File: src/rtl/sha_block_word_reader_pkg.sv
// Shared constants, occupancy encoding and word helpers for the SHA-2
// block word reader.
package sha_blk_pkg;

   localparam int WORD_W        = 32;
   localparam int WORDS_PER_BLK = 4;
   localparam int BLOCK_W       = WORD_W * WORDS_PER_BLK;
   localparam int WIDX_W        = $clog2(WORDS_PER_BLK);

   typedef enum logic [1:0] {
      OCC_EMPTY = 2'd0,
      OCC_HALF  = 2'd1,
      OCC_FULL  = 2'd2
   } occ_t;

   // Word i of a block in big-endian SHA order: word 0 is the top WORD_W bits.
   function automatic logic [WORD_W-1:0] blk_word(input logic [BLOCK_W-1:0] blk,
                                                  input logic [WIDX_W-1:0]  i);
      return blk[BLOCK_W-1-int'(i)*WORD_W -: WORD_W];
   endfunction

   // Byte-reverse one word, for little-endian producers.
   function automatic logic [WORD_W-1:0] byte_swap(input logic [WORD_W-1:0] w);
      logic [WORD_W-1:0] r;
      r = '0;
      for (int b = 0; b < WORD_W/8; b++) begin
         r[b*8 +: 8] = w[WORD_W-8-b*8 +: 8];
      end
      return r;
   endfunction

endpackage

File: src/rtl/sha_block_word_reader_if.sv
// Block-in / word-out handshake bundle of the SHA-2 block word reader.
// slave: the reader itself; master: the producer/consumer environment.
interface sha_block_word_reader_if;

   logic                                blk_valid;
   logic                                blk_ready;
   logic [sha_blk_pkg::BLOCK_W-1:0]     blk_data;
   logic                                blk_last;
   logic                                word_valid;
   logic                                word_ready;
   logic [sha_blk_pkg::WORD_W-1:0]      word_data;
   logic [sha_blk_pkg::WIDX_W-1:0]      word_idx;
   logic                                word_last;

   modport slave (
      input  blk_valid, blk_data, blk_last, word_ready,
      output blk_ready, word_valid, word_data, word_idx, word_last
   );

   modport master (
      output blk_valid, blk_data, blk_last, word_ready,
      input  blk_ready, word_valid, word_data, word_idx, word_last
   );

endinterface

File: src/rtl/sha_block_word_reader_slot.sv
// One ping-pong slot: block payload plus last flag, loaded only when
// written and cleared by reset.
import sha_blk_pkg::*;

module sha_blk_slot #(
   parameter int W = BLOCK_W + 1
) (
   input  logic         CLK,
   input  logic         RST,
   input  logic         we,
   input  logic [W-1:0] d,
   output logic [W-1:0] q
);

   // Capture on write enable; asynchronous clear so outputs read 0 in reset.
   always_ff @(posedge CLK or posedge RST) begin
      if (RST) q <= '0;
      else if (we) q <= d;
   end

endmodule

File: src/rtl/sha_block_word_reader.sv
// SHA-2 block word reader: two-slot ping-pong buffer of 128-bit blocks,
// streamed out as 32-bit words, most significant word first.
// Optional build macro: SHA_BLK_BSWAP_EN byte-reverses every output word.
import sha_blk_pkg::*;

module sha_block_word_reader (
   input  logic                   CLK,
   input  logic                   RST,
   sha_block_word_reader_if.slave bus
);

   localparam logic [WIDX_W-1:0] WC_LAST = WIDX_W'(WORDS_PER_BLK - 1);

   occ_t              occ_q, occ_d;
   logic              wp_q, rp_q;
   logic [WIDX_W-1:0] wc_q;
   logic              accept, rel, word_hs;
   logic [BLOCK_W:0]  slot0_q, slot1_q, cur;
   logic [WORD_W-1:0] word_raw;

   assign accept  = bus.blk_valid && bus.blk_ready;
   assign word_hs = bus.word_valid && bus.word_ready;
   assign rel     = word_hs && (wc_q == WC_LAST);

   // Ping-pong storage; the write pointer picks which slot an accepted block lands in.
   sha_blk_slot #(.W(BLOCK_W + 1)) u_slot0 (
      .CLK (CLK), .RST (RST), .we (accept && !wp_q),
      .d   ({bus.blk_last, bus.blk_data}), .q (slot0_q)
   );

   sha_blk_slot #(.W(BLOCK_W + 1)) u_slot1 (
      .CLK (CLK), .RST (RST), .we (accept && wp_q),
      .d   ({bus.blk_last, bus.blk_data}), .q (slot1_q)
   );

   // Occupancy state register.
   always_ff @(posedge CLK or posedge RST) begin
      if (RST) occ_q <= OCC_EMPTY;
      else     occ_q <= occ_d;
   end

   // Occupancy next state: accept fills, release drains, both together hold.
   always_comb begin
      occ_d = occ_q;
      case (occ_q)
         OCC_EMPTY: if (accept) occ_d = OCC_HALF;
         OCC_HALF:  begin
            if (accept && !rel)      occ_d = OCC_FULL;
            else if (rel && !accept) occ_d = OCC_EMPTY;
         end
         OCC_FULL:  if (rel) occ_d = OCC_HALF;
         default:   occ_d = OCC_EMPTY;
      endcase
   end

   // Pointers toggle per accept/release; word counter steps per word handshake.
   always_ff @(posedge CLK or posedge RST) begin
      if (RST) begin
         wp_q <= 1'b0;
         rp_q <= 1'b0;
         wc_q <= '0;
      end else begin
         if (accept) wp_q <= ~wp_q;
         if (rel) begin
            rp_q <= ~rp_q;
            wc_q <= '0;
         end else if (word_hs) begin
            wc_q <= wc_q + WIDX_W'(1);
         end
      end
   end

   // Output mux: current read slot, current word.
   always_comb begin
      cur      = rp_q ? slot1_q : slot0_q;
      word_raw = blk_word(cur[BLOCK_W-1:0], wc_q);
   end

   // Ready is withheld during reset so nothing is offered into a clearing buffer.
   assign bus.blk_ready  = (occ_q != OCC_FULL) && !RST;
   assign bus.word_valid = (occ_q != OCC_EMPTY);
   assign bus.word_idx   = wc_q;
   assign bus.word_last  = cur[BLOCK_W] && (wc_q == WC_LAST);
`ifdef SHA_BLK_BSWAP_EN
   assign bus.word_data  = byte_swap(word_raw);
`else
   assign bus.word_data  = word_raw;
`endif

endmodule

File: src/flat_wrapper.sv
// flat-port wrapper written by rule: the top's interface ports become plain ports
module sha_block_word_reader_flat 
  (CLK, RST, bus_blk_valid, bus_blk_data, bus_blk_last, bus_word_ready, bus_blk_ready, bus_word_valid, bus_word_data, bus_word_idx, bus_word_last);
  sha_block_word_reader_if bus_i ();
  input  logic CLK;
  input  logic RST;
  input wire logic [$bits(bus_i.blk_valid)-1:0] bus_blk_valid;
  input wire logic [$bits(bus_i.blk_data)-1:0] bus_blk_data;
  input wire logic [$bits(bus_i.blk_last)-1:0] bus_blk_last;
  input wire logic [$bits(bus_i.word_ready)-1:0] bus_word_ready;
  output wire logic [$bits(bus_i.blk_ready)-1:0] bus_blk_ready;
  output wire logic [$bits(bus_i.word_valid)-1:0] bus_word_valid;
  output wire logic [$bits(bus_i.word_data)-1:0] bus_word_data;
  output wire logic [$bits(bus_i.word_idx)-1:0] bus_word_idx;
  output wire logic [$bits(bus_i.word_last)-1:0] bus_word_last;
  assign bus_i.blk_valid = bus_blk_valid;
  assign bus_i.blk_data = bus_blk_data;
  assign bus_i.blk_last = bus_blk_last;
  assign bus_i.word_ready = bus_word_ready;
  assign bus_blk_ready = bus_i.blk_ready;
  assign bus_word_valid = bus_i.word_valid;
  assign bus_word_data = bus_i.word_data;
  assign bus_word_idx = bus_i.word_idx;
  assign bus_word_last = bus_i.word_last;
  sha_block_word_reader u_core (.CLK(CLK), .RST(RST), .bus(bus_i));
endmodule
File: config.mk
export PLATFORM = sky130hd
export DESIGN_NAME = sha_block_word_reader_flat
export DESIGN_NICKNAME = d
export VERILOG_FILES = /design/src/rtl/sha_block_word_reader_pkg.sv /design/src/rtl/sha_block_word_reader_if.sv /design/src/rtl/sha_block_word_reader_slot.sv /design/src/rtl/sha_block_word_reader.sv /design/src/flat_wrapper.sv
export SDC_FILE = /design/constraint.sdc
export NUM_CORES = 1
export LEC_CHECK = 0
export ABC_CLOCK_PERIOD_IN_PS = 10100
export CAP_MARGIN = 20
export CORE_ASPECT_RATIO = 1.75
export CORE_MARGIN = 2
export CORE_UTILIZATION = 58
export CTS_CLUSTER_DIAMETER = 30
export DETAILED_ROUTE_END_ITERATION = 10
export DONT_BUFFER_PORTS = 1
export PLACE_DENSITY = 0.74
export SLEW_MARGIN = 20
export SYNTH_ARGS = -nofsm -noshare
export SYNTH_HDL_FRONTEND = slang
export SYNTH_SLANG_ARGS = --single-unit
File: constraint.sdc
create_clock -name CLK -period 10.1 [get_ports CLK]
set_input_delay 0.505 -clock CLK [delete_from_list [all_inputs] [get_ports CLK]]
set_output_delay 0.505 -clock CLK [all_outputs]
set_load 0.1 [all_outputs]
==> impl_summary.md, run 1 <==
Outcome
The flow ran to the end, but the final reports show violations. The final reports fail on hold timing.

Logic synthesis
The part of the Yosys area used for sequential elements is 0.556. The most used flip-flop cell after synthesis is sky130_fd_sc_hd__dfrtp_1. Counting flops with a built-in enable in the synthesized netlist gives 0. The mapped cell area is 0.0119 mm². The number of synthesized register bits is 264. The share of synthesized area in the top cell type comes to 0.556. The gate count of the mapped netlist is 692. Yosys printed 0 warnings. The cell accounting for the most synthesized area is sky130_fd_sc_hd__dfrtp_1.

The async set-or-reset flop fraction in the synthesized netlist is 1.00. The post-synthesis average cell area is 17.2 µm². Yosys attributes the largest share of cell area to sky130_fd_sc_hd__dfrtp_1 56%, sky130_fd_sc_hd__mux2_1 20%, sky130_fd_sc_hd__mux4_2 12%. Counting every net in the synthesized netlist gives 826. The synthesized netlist contains 28 unique library cells.

Routing
Using the TritonRoute via totals, the vias-per-cell ratio works out to 6.13. In the final routed layout, each cell accounts on average for 23.9 µm. The routed via count is 5,957. In the routed design, unresolved DRC markers number 0. The first routing iteration left 307 violations. The routed wire length is 23,200 µm.

The first detailed-routing pass ran for 4 iterations. The number of nets still failing antenna checks after routing is 0.

Clock tree
Once the clock tree was built, the resizer swapped 0 gates to a different size. The number of hold buffers added after CTS was 0. The clock tree synthesis step divided the H-tree into 2 levels. Clock-pin slew was measured on the worst setup and hold paths at 0.06 ns.

Buffers inserted during clock tree synthesis total 38. The tree is rooted in a sky130_fd_sc_hd__clkbuf_16. The maximum clock path buffer count is 3. The tree built by TritonCTS fans out to 264 sinks.

TritonCTS built the clock tree. For the worst-skew pair, the clock arrives at the later sink with an insertion delay of 0.51 ns. The number of setup buffers added after CTS is 0.

Finish
The share of layout cells above drive strength 1 is 0.315. The repair_antennas step left the layout with diodes totalling 0. The layout net count is 828. The growth of design area from synthesis to finish is 11.8%.

Floorplan
The full die area is 0.0217 mm². In this run the vertical extent of the chip is 193 µm. The starting density of the core is 0.588.

After floorplanning, the core was divided into 69 placement rows. The floorplan step defined a core boundary enclosing 0.0202 mm². In this run the horizontal extent of the chip is 112 µm. The number of top-level pins is 170.

Critical path
The worst endpoint data arrival time is 3.18 ns. The startpoint type of the worst setup path is a flip-flop. In this run the worst path has a maximum fanout of 37. The kind of capture point of the worst setup path is an output pin. The path type of the worst setup path is reg2out. Setup slack on the worst reg-to-reg path comes out at 7.12 ns. At the worst endpoint, the required time is 9.60 ns.

STA
Setup violations remaining at the end of the flow were counted as 0. The worst slew margin relative to its limit is 0.275. At the pin with the least slew margin, the transition time is 1.08 ns. Timing would allow up to 0.271 GHz.

The clock period minus final worst setup slack is 3.69 ns. On the final layout, the worst clock skew is 0.0211 ns. The total negative setup slack is 0 ns. The number of hold violations in the final report is 18. On the final layout, the worst hold slack is -0.0258 ns.

Setup repair after global routing left no endpoint under its margin. Dividing the final minimum period by the clock period gives 0.365. The max-slew violation count was 0.

Global route
For this run, the total global-route usage over all layers was measured as 0.225. The via count of the first global-routing pass is 7,131. The number of antenna violations at the first check in global routing is 0. Summed over all layers, the global routing overflow is 0. The wire length of the first global-routing pass is 38,300 µm.

Entering global routing, the biggest net connects 132 pins.

Placed design
The post-detailed-placement half-perimeter wirelength is 15,000 µm. The count of buffers inserted at the top-level ports is 0. At the end of routability-driven placement, the weighted congestion stood at 0.755.

Min path
The tightest min-delay check is of the in2async type.

Run
The tool flagged a number of max-cap violations equal to 0.
## critical path: stages, from the launching register on
cell and delay (ns):
sky130_fd_sc_hd__dfrtp_4 0.74, sky130_fd_sc_hd__buf_4 0.76, sky130_fd_sc_hd__mux4_2 0.60, sky130_fd_sc_hd__mux2_2 0.50
## flip-flops by register name, indices dropped and copies added (netlist names)
signal	flops
u_core.occ_q	2
u_core.bus.word_idx	2
u_core.u_slot1.q	129
u_core.u_slot0.q	129
u_core.rp_q	1
u_core.wp_q	1
## cell families after synthesis
group	after synthesis	share of synthesized area
multiplexers	356	0.398
flip-flops	264	0.556
buffers and inverters	48	0.0308
AND/OR/NAND/NOR	16	0.00980
AO/OA/AOI/OAI	6	0.00306
XOR/XNOR	1	0.000738
adder cells (fa/ha/maj)	1	0.00105
## final timing paths
check	startpoint	endpoint	depth (start not counted)
worst min register to register	u_core.u_slot0.q[19]$_DFFE_PP0P_	u_core.u_slot0.q[19]$_DFFE_PP0P_	1
worst max-delay path	u_core.bus.word_idx[1]$_DFFE_PP0P_	bus_word_data[3]	3
max in group asynchronous	RST	u_core.u_slot0.q[15]$_DFFE_PP0P_	3
min in group CLK	bus_word_ready	u_core.occ_q[1]$_DFFE_PP0P_	1
worst max register to register	u_core.occ_q[1]$_DFFE_PP0P_	u_core.u_slot1.q[126]$_DFFE_PP0P_	4
worst min-delay path	RST	u_core.u_slot1.q[54]$_DFFE_PP0P_	1
## metrics by stage
step                      utilization  setup WS (ns)  hold WS, ns  instance area, µm²  instances
after global placement          0.590           6.93        0.462               11900        902
final                           0.657           6.41      -0.0258               13300        972
after CTS                       0.657           6.33       0.0520               13300        972
after floorplan                     -           2.33        0.452               11900        692
after global routing            0.657           6.22       0.0643               13300        972
after detailed placement        0.590           6.89        0.469               11900        902
## synthesized netlist by cell type (3+ instances only)
master                     count
sky130_fd_sc_hd__buf_2        13
sky130_fd_sc_hd__buf_4        13
sky130_fd_sc_hd__buf_6        16
sky130_fd_sc_hd__clkbuf_1      4
sky130_fd_sc_hd__dfrtp_1     264
sky130_fd_sc_hd__mux2_1      209
sky130_fd_sc_hd__mux2_2       82
sky130_fd_sc_hd__mux4_2       64
sky130_fd_sc_hd__nor2_1        3
## layout by cell type (no fill, tap or decap), types with 2 or more instances in the layout
master | synthesis | layout
sky130_fd_sc_hd__dfrtp_1 | 264 | 261
sky130_fd_sc_hd__mux2_1 | 209 | 209
sky130_fd_sc_hd__mux2_2 | 82 | 82
sky130_fd_sc_hd__mux4_2 | 64 | 64
sky130_fd_sc_hd__clkbuf_16 | 0 | 41
sky130_fd_sc_hd__buf_4 | 13 | 7
sky130_fd_sc_hd__clkbuf_8 | 0 | 6
sky130_fd_sc_hd__clkinv_4 | 0 | 5
sky130_fd_sc_hd__clkbuf_1 | 4 | 5
sky130_fd_sc_hd__clkinv_2 | 0 | 4
sky130_fd_sc_hd__bufinv_16 | 0 | 4
sky130_fd_sc_hd__inv_6 | 0 | 3
sky130_fd_sc_hd__nand2b_1 | 2 | 2
sky130_fd_sc_hd__nor2_1 | 3 | 2
sky130_fd_sc_hd__o21ai_0 | 2 | 2
sky130_fd_sc_hd__a21oi_1 | 2 | 2
sky130_fd_sc_hd__clkinvlp_4 | 0 | 2
sky130_fd_sc_hd__dfrtp_4 | 0 | 2
## per-layer routing
layer / wire length, µm / track usage / vias to the layer above
met5: 0 / 0 / -
li1: - / - / 2592
met3: 1570 / 0.0627 / 45
met1: 8190 / 0.250 / 3170
met2: 12800 / 0.407 / 150
met4: 670 / 0.0867 / 0
## final cells by class
class,count,area (µm²)
fillers,1403,6930
flip-flops and latches,264,6620
multi-input cells,380,4910
clock buffers,52,1130
well taps,248,310
clock inverters,18,225
repair buffers,8,63.8
inverters,2,15.0
Power of run 1 is not shown: default switching activity piles up to over one toggle a cycle in this logic, so the estimate is an artifact.
==> inputs of run 2 (changes only) <==
--- a/config.mk
+++ b/config.mk
@@ -5,15 +5,15 @@
 export SDC_FILE = /design/constraint.sdc
 export NUM_CORES = 1
 export LEC_CHECK = 0
-export ABC_CLOCK_PERIOD_IN_PS = 10100
+export ABC_CLOCK_PERIOD_IN_PS = 2950
 export CAP_MARGIN = 20
 export CORE_ASPECT_RATIO = 1.75
 export CORE_MARGIN = 2
-export CORE_UTILIZATION = 58
+export CORE_UTILIZATION = 57
 export CTS_CLUSTER_DIAMETER = 30
 export DETAILED_ROUTE_END_ITERATION = 10
 export DONT_BUFFER_PORTS = 1
-export PLACE_DENSITY = 0.74
+export PLACE_DENSITY = 0.75
 export SLEW_MARGIN = 20
 export SYNTH_ARGS = -nofsm -noshare
 export SYNTH_HDL_FRONTEND = slang
==> constraint.sdc (replaced) <==
create_clock -name CLK -period 2.95 [get_ports CLK]
set_input_delay 0.1475 -clock CLK [delete_from_list [all_inputs] [get_ports CLK]]
set_output_delay 0.1475 -clock CLK [all_outputs]
set_load 0.1 [all_outputs]
==> run 2 against run 1 <==
Compared with the run above:
- the run ends with DRC left
- cell area increased by 12%
- worst setup slack lost 6.2 ns
- routed wire length grew 11%
- critical path depth unchanged
- sequential share of layout area decreased by 5.2 points
- count of clock-buffer cells in the layout shrank 1
- hold slack better by 0.090 ns
- first-iteration DRC count decreased by 2.0%
- clock skew shrank 0.0044 ns
- final cell count rose by 15%
- critical path type unchanged
==> impl_summary.md, run 2 (synthesis results as in run 1) <==
STA
The number of hold violations in the final report was 0. The post-route clock skew is 0.0167 ns. The clock period minus final worst setup slack is 2.69 ns. The pin slew with the least headroom to its limit is 0.858 ns. Setup repair after global routing left no endpoint under its margin. The maximum operating frequency is 0.371 GHz. The worst hold-check slack is 0.0644 ns. The worst pin sits at a relative slew slack of 0.427. The max-slew violation count is 0. The post-route clock period utilization is 0.913.

The number of setup violations in the final report is 0. The total negative setup slack is 0 ns. The setup slack of the critical path after layout is 0.258 ns.

Min path
The startpoint identified for the worst hold timing path is RST. The min-delay analysis places its worst path in the category in2reg. Along the worst hold path, the cell count comes to 3. The endpoint of the worst hold-timing path is u_core.wp_q$_DFFE_PP0P_.

Run
The tool flagged a number of max-cap violations equal to 0.

Global route
The number of antenna violations at the first check in global routing is 2. The via count of the first global-routing pass is 7,998. The wire length of the first global-routing pass is 42,100 µm. The global-route total usage across every layer is 0.243. The aggregate global routing overflow is 0. Entering global routing, the biggest net connects 199 pins.

Finish
In the final design database the tool counted 971 nets. The most frequent standard cell in the layout excluding fill and tap cells is sky130_fd_sc_hd__dfrtp_1. Compared with the post-synthesis result, the final layout area differs by 24.7%.

The number of fill cells in the layout is 1,217. The share of layout cells above drive strength 1 is 0.279. In the final layout, the multi-input gates occupy 0.00491 mm². In the final layout, the registers with the most flip-flops are u_core.u_slot0.q (129), u_core.u_slot1.q (129).

In the layout the commonest cells are 261 x sky130_fd_sc_hd__dfrtp_1, 209 x sky130_fd_sc_hd__mux2_1, 133 x sky130_fd_sc_hd__dlygate4sd3_1. Across the whole layout, storage elements account for 0.00662 mm².

Critical path
For this run, the slowest stage of the critical path takes 0.66 ns. The largest delay contributor family on the critical path is multiplexers. The highest fanout seen on the critical path is 27. At the worst endpoint, the arrival time is 2.54 ns. The kind of capture point of the worst setup path is an output pin. The startpoint identified for the worst register-to-register timing path is u_core.bus.word_idx[1]$_DFFE_PP0P_.

The required time at the worst-slack endpoint is 2.80 ns. The worst-case register-to-register setup slack is 0.74 ns. For the worst flop-to-flop path, the logic depth is 4.

The master of the slowest instance on the critical path is sky130_fd_sc_hd__dfrtp_4. The number of buffer and inverter stages on the critical path is 1. STA classifies the critical path startpoint as a flip-flop. The signal on the critical path passes through buf_12, mux4_2, mux2_2. The endpoint identified for the worst register-to-register timing path is u_core.occ_q[1]$_DFFE_PP0P_. The path type of the worst setup path is reg2out.

Placed design
Before CTS, the worst setup slack after placement is 0.757 ns. The post-detailed-placement half-perimeter wirelength is 15,300 µm. The count of buffers inserted at the top-level ports is 0. The final RePlAce weighted congestion is 0.758.

Clock tree
The cell at the root of the clock tree is sky130_fd_sc_hd__clkbuf_16. The sink count of the clock tree is 264. The clock transition at the registers of the reported paths is 0.05 ns. The clock passes through at most 3 buffers. CTS built an H-tree with a depth of 2.

Post-CTS timing repair inserted 0 buffers for setup. The CTS tree is built. The later pin in the worst-skew pair is clocked with a latency of 0.52 ns. The number of hold buffers added after CTS was 133. Counting the buffers created by CTS gives 40. Gates resized during post-CTS repair numbered 0.

Outcome
The final reports fail on DRC. The flow ran to the end, but the final reports show violations.

Floorplan
The floorplan step defined a die boundary enclosing 0.0220 mm². After floorplanning, the core was divided into 69 placement rows. The y dimension of the die is 195 µm. The core outline area is 0.0204 mm². For this configuration, the core starts out at a cell density of 0.583.

Pin placement for this block handled 170 I/O pins. The horizontal die dimension is 113 µm.

Routing
In this run the remaining antenna-violating nets after routing total 0. The per-cell via count in the routed design is 6.04. The number of optimization iterations in the first detailed-route pass is 7. The post-route DRC violation count is 9.

The routed via count is 6,746. After detailed routing, the total wire length is 25,700 µm. The average detailed-routed wire length per instance is 23.0 µm. The detailed router finished its first iteration with 301 violations.
-- run 2: changes by cell type in the layout (fill, tap and decap cells not counted), moves of 2 or more --
cell                            change
sky130_fd_sc_hd__clkbuf_8           +3
sky130_fd_sc_hd__buf_12             +9
sky130_fd_sc_hd__clkinv_2           +2
sky130_fd_sc_hd__dlygate4sd3_1    +133
sky130_fd_sc_hd__diode_2            +2
sky130_fd_sc_hd__clkbuf_1           -4
sky130_fd_sc_hd__clkinv_4           -2
sky130_fd_sc_hd__bufinv_16          -2
sky130_fd_sc_hd__inv_6              +2
-- run 2: worst max-delay path by stage --
| stage | slack [ns] | start | depth (start not counted) | end |
|---|---|---|---|---|
| finish | 0.26 | u_core.rp_q$_DFFE_PP0P_ | 3 | bus_word_data[13] |
| CTS | 0.20 | u_core.rp_q$_DFFE_PP0P_ | 3 | bus_word_data[11] |
| detailed placement | 0.76 | u_core.rp_q$_DFFE_PP0P_ | 3 | bus_word_data[11] |
| floorplan | -0.68 | RST | 1 | u_core.bus.word_idx[0]$_DFFE_PP0P_ |
| global placement | 0.76 | u_core.rp_q$_DFFE_PP0P_ | 3 | bus_word_data[11] |
| global route | 0.14 | u_core.rp_q$_DFFE_PP0P_ | 3 | bus_word_data[10] |
-- run 2: metal layers --
metal,GRT usage,routed length [µm],vias to the layer above
li1,-,-,2882
met1,0.277,9240,3578
met2,0.436,14200,205
met3,0.0539,1360,81
met4,0.101,973,0
met5,0,0,-
-- run 2: worst register-to-register path, stage by stage, from the launching register on --
cell,delay [ns]
sky130_fd_sc_hd__dfrtp_4,0.87
sky130_fd_sc_hd__buf_12,0.28
sky130_fd_sc_hd__ha_1,0.28
sky130_fd_sc_hd__a21oi_1,0.10
sky130_fd_sc_hd__dlygate4sd3_1,0.57
-- run 2: cell type report --
class | count | share of cell area
Antenna cell | 2 | 0.000338
Timing Repair Buffer | 149 | 0.107
Multi-Input combinational cell | 380 | 0.332
Clock buffer | 51 | 0.0779
Inverter | 2 | 0.000761
Clock inverter | 21 | 0.0144
Sequential cell | 264 | 0.447
Tap cell | 248 | 0.0210
-- run 2: per-stage QoR --
step            util  cells  instance area (µm²)
3_5_place_dp   0.593    909                12100
4_1_cts        0.725   1114                14800
5_1_grt        0.727   1117                14800
6_report       0.727   1117                14800
3_3_place_gp   0.593    909                12100
2_1_floorplan      -    692                11900
Power of run 2 is left out for the same reason.
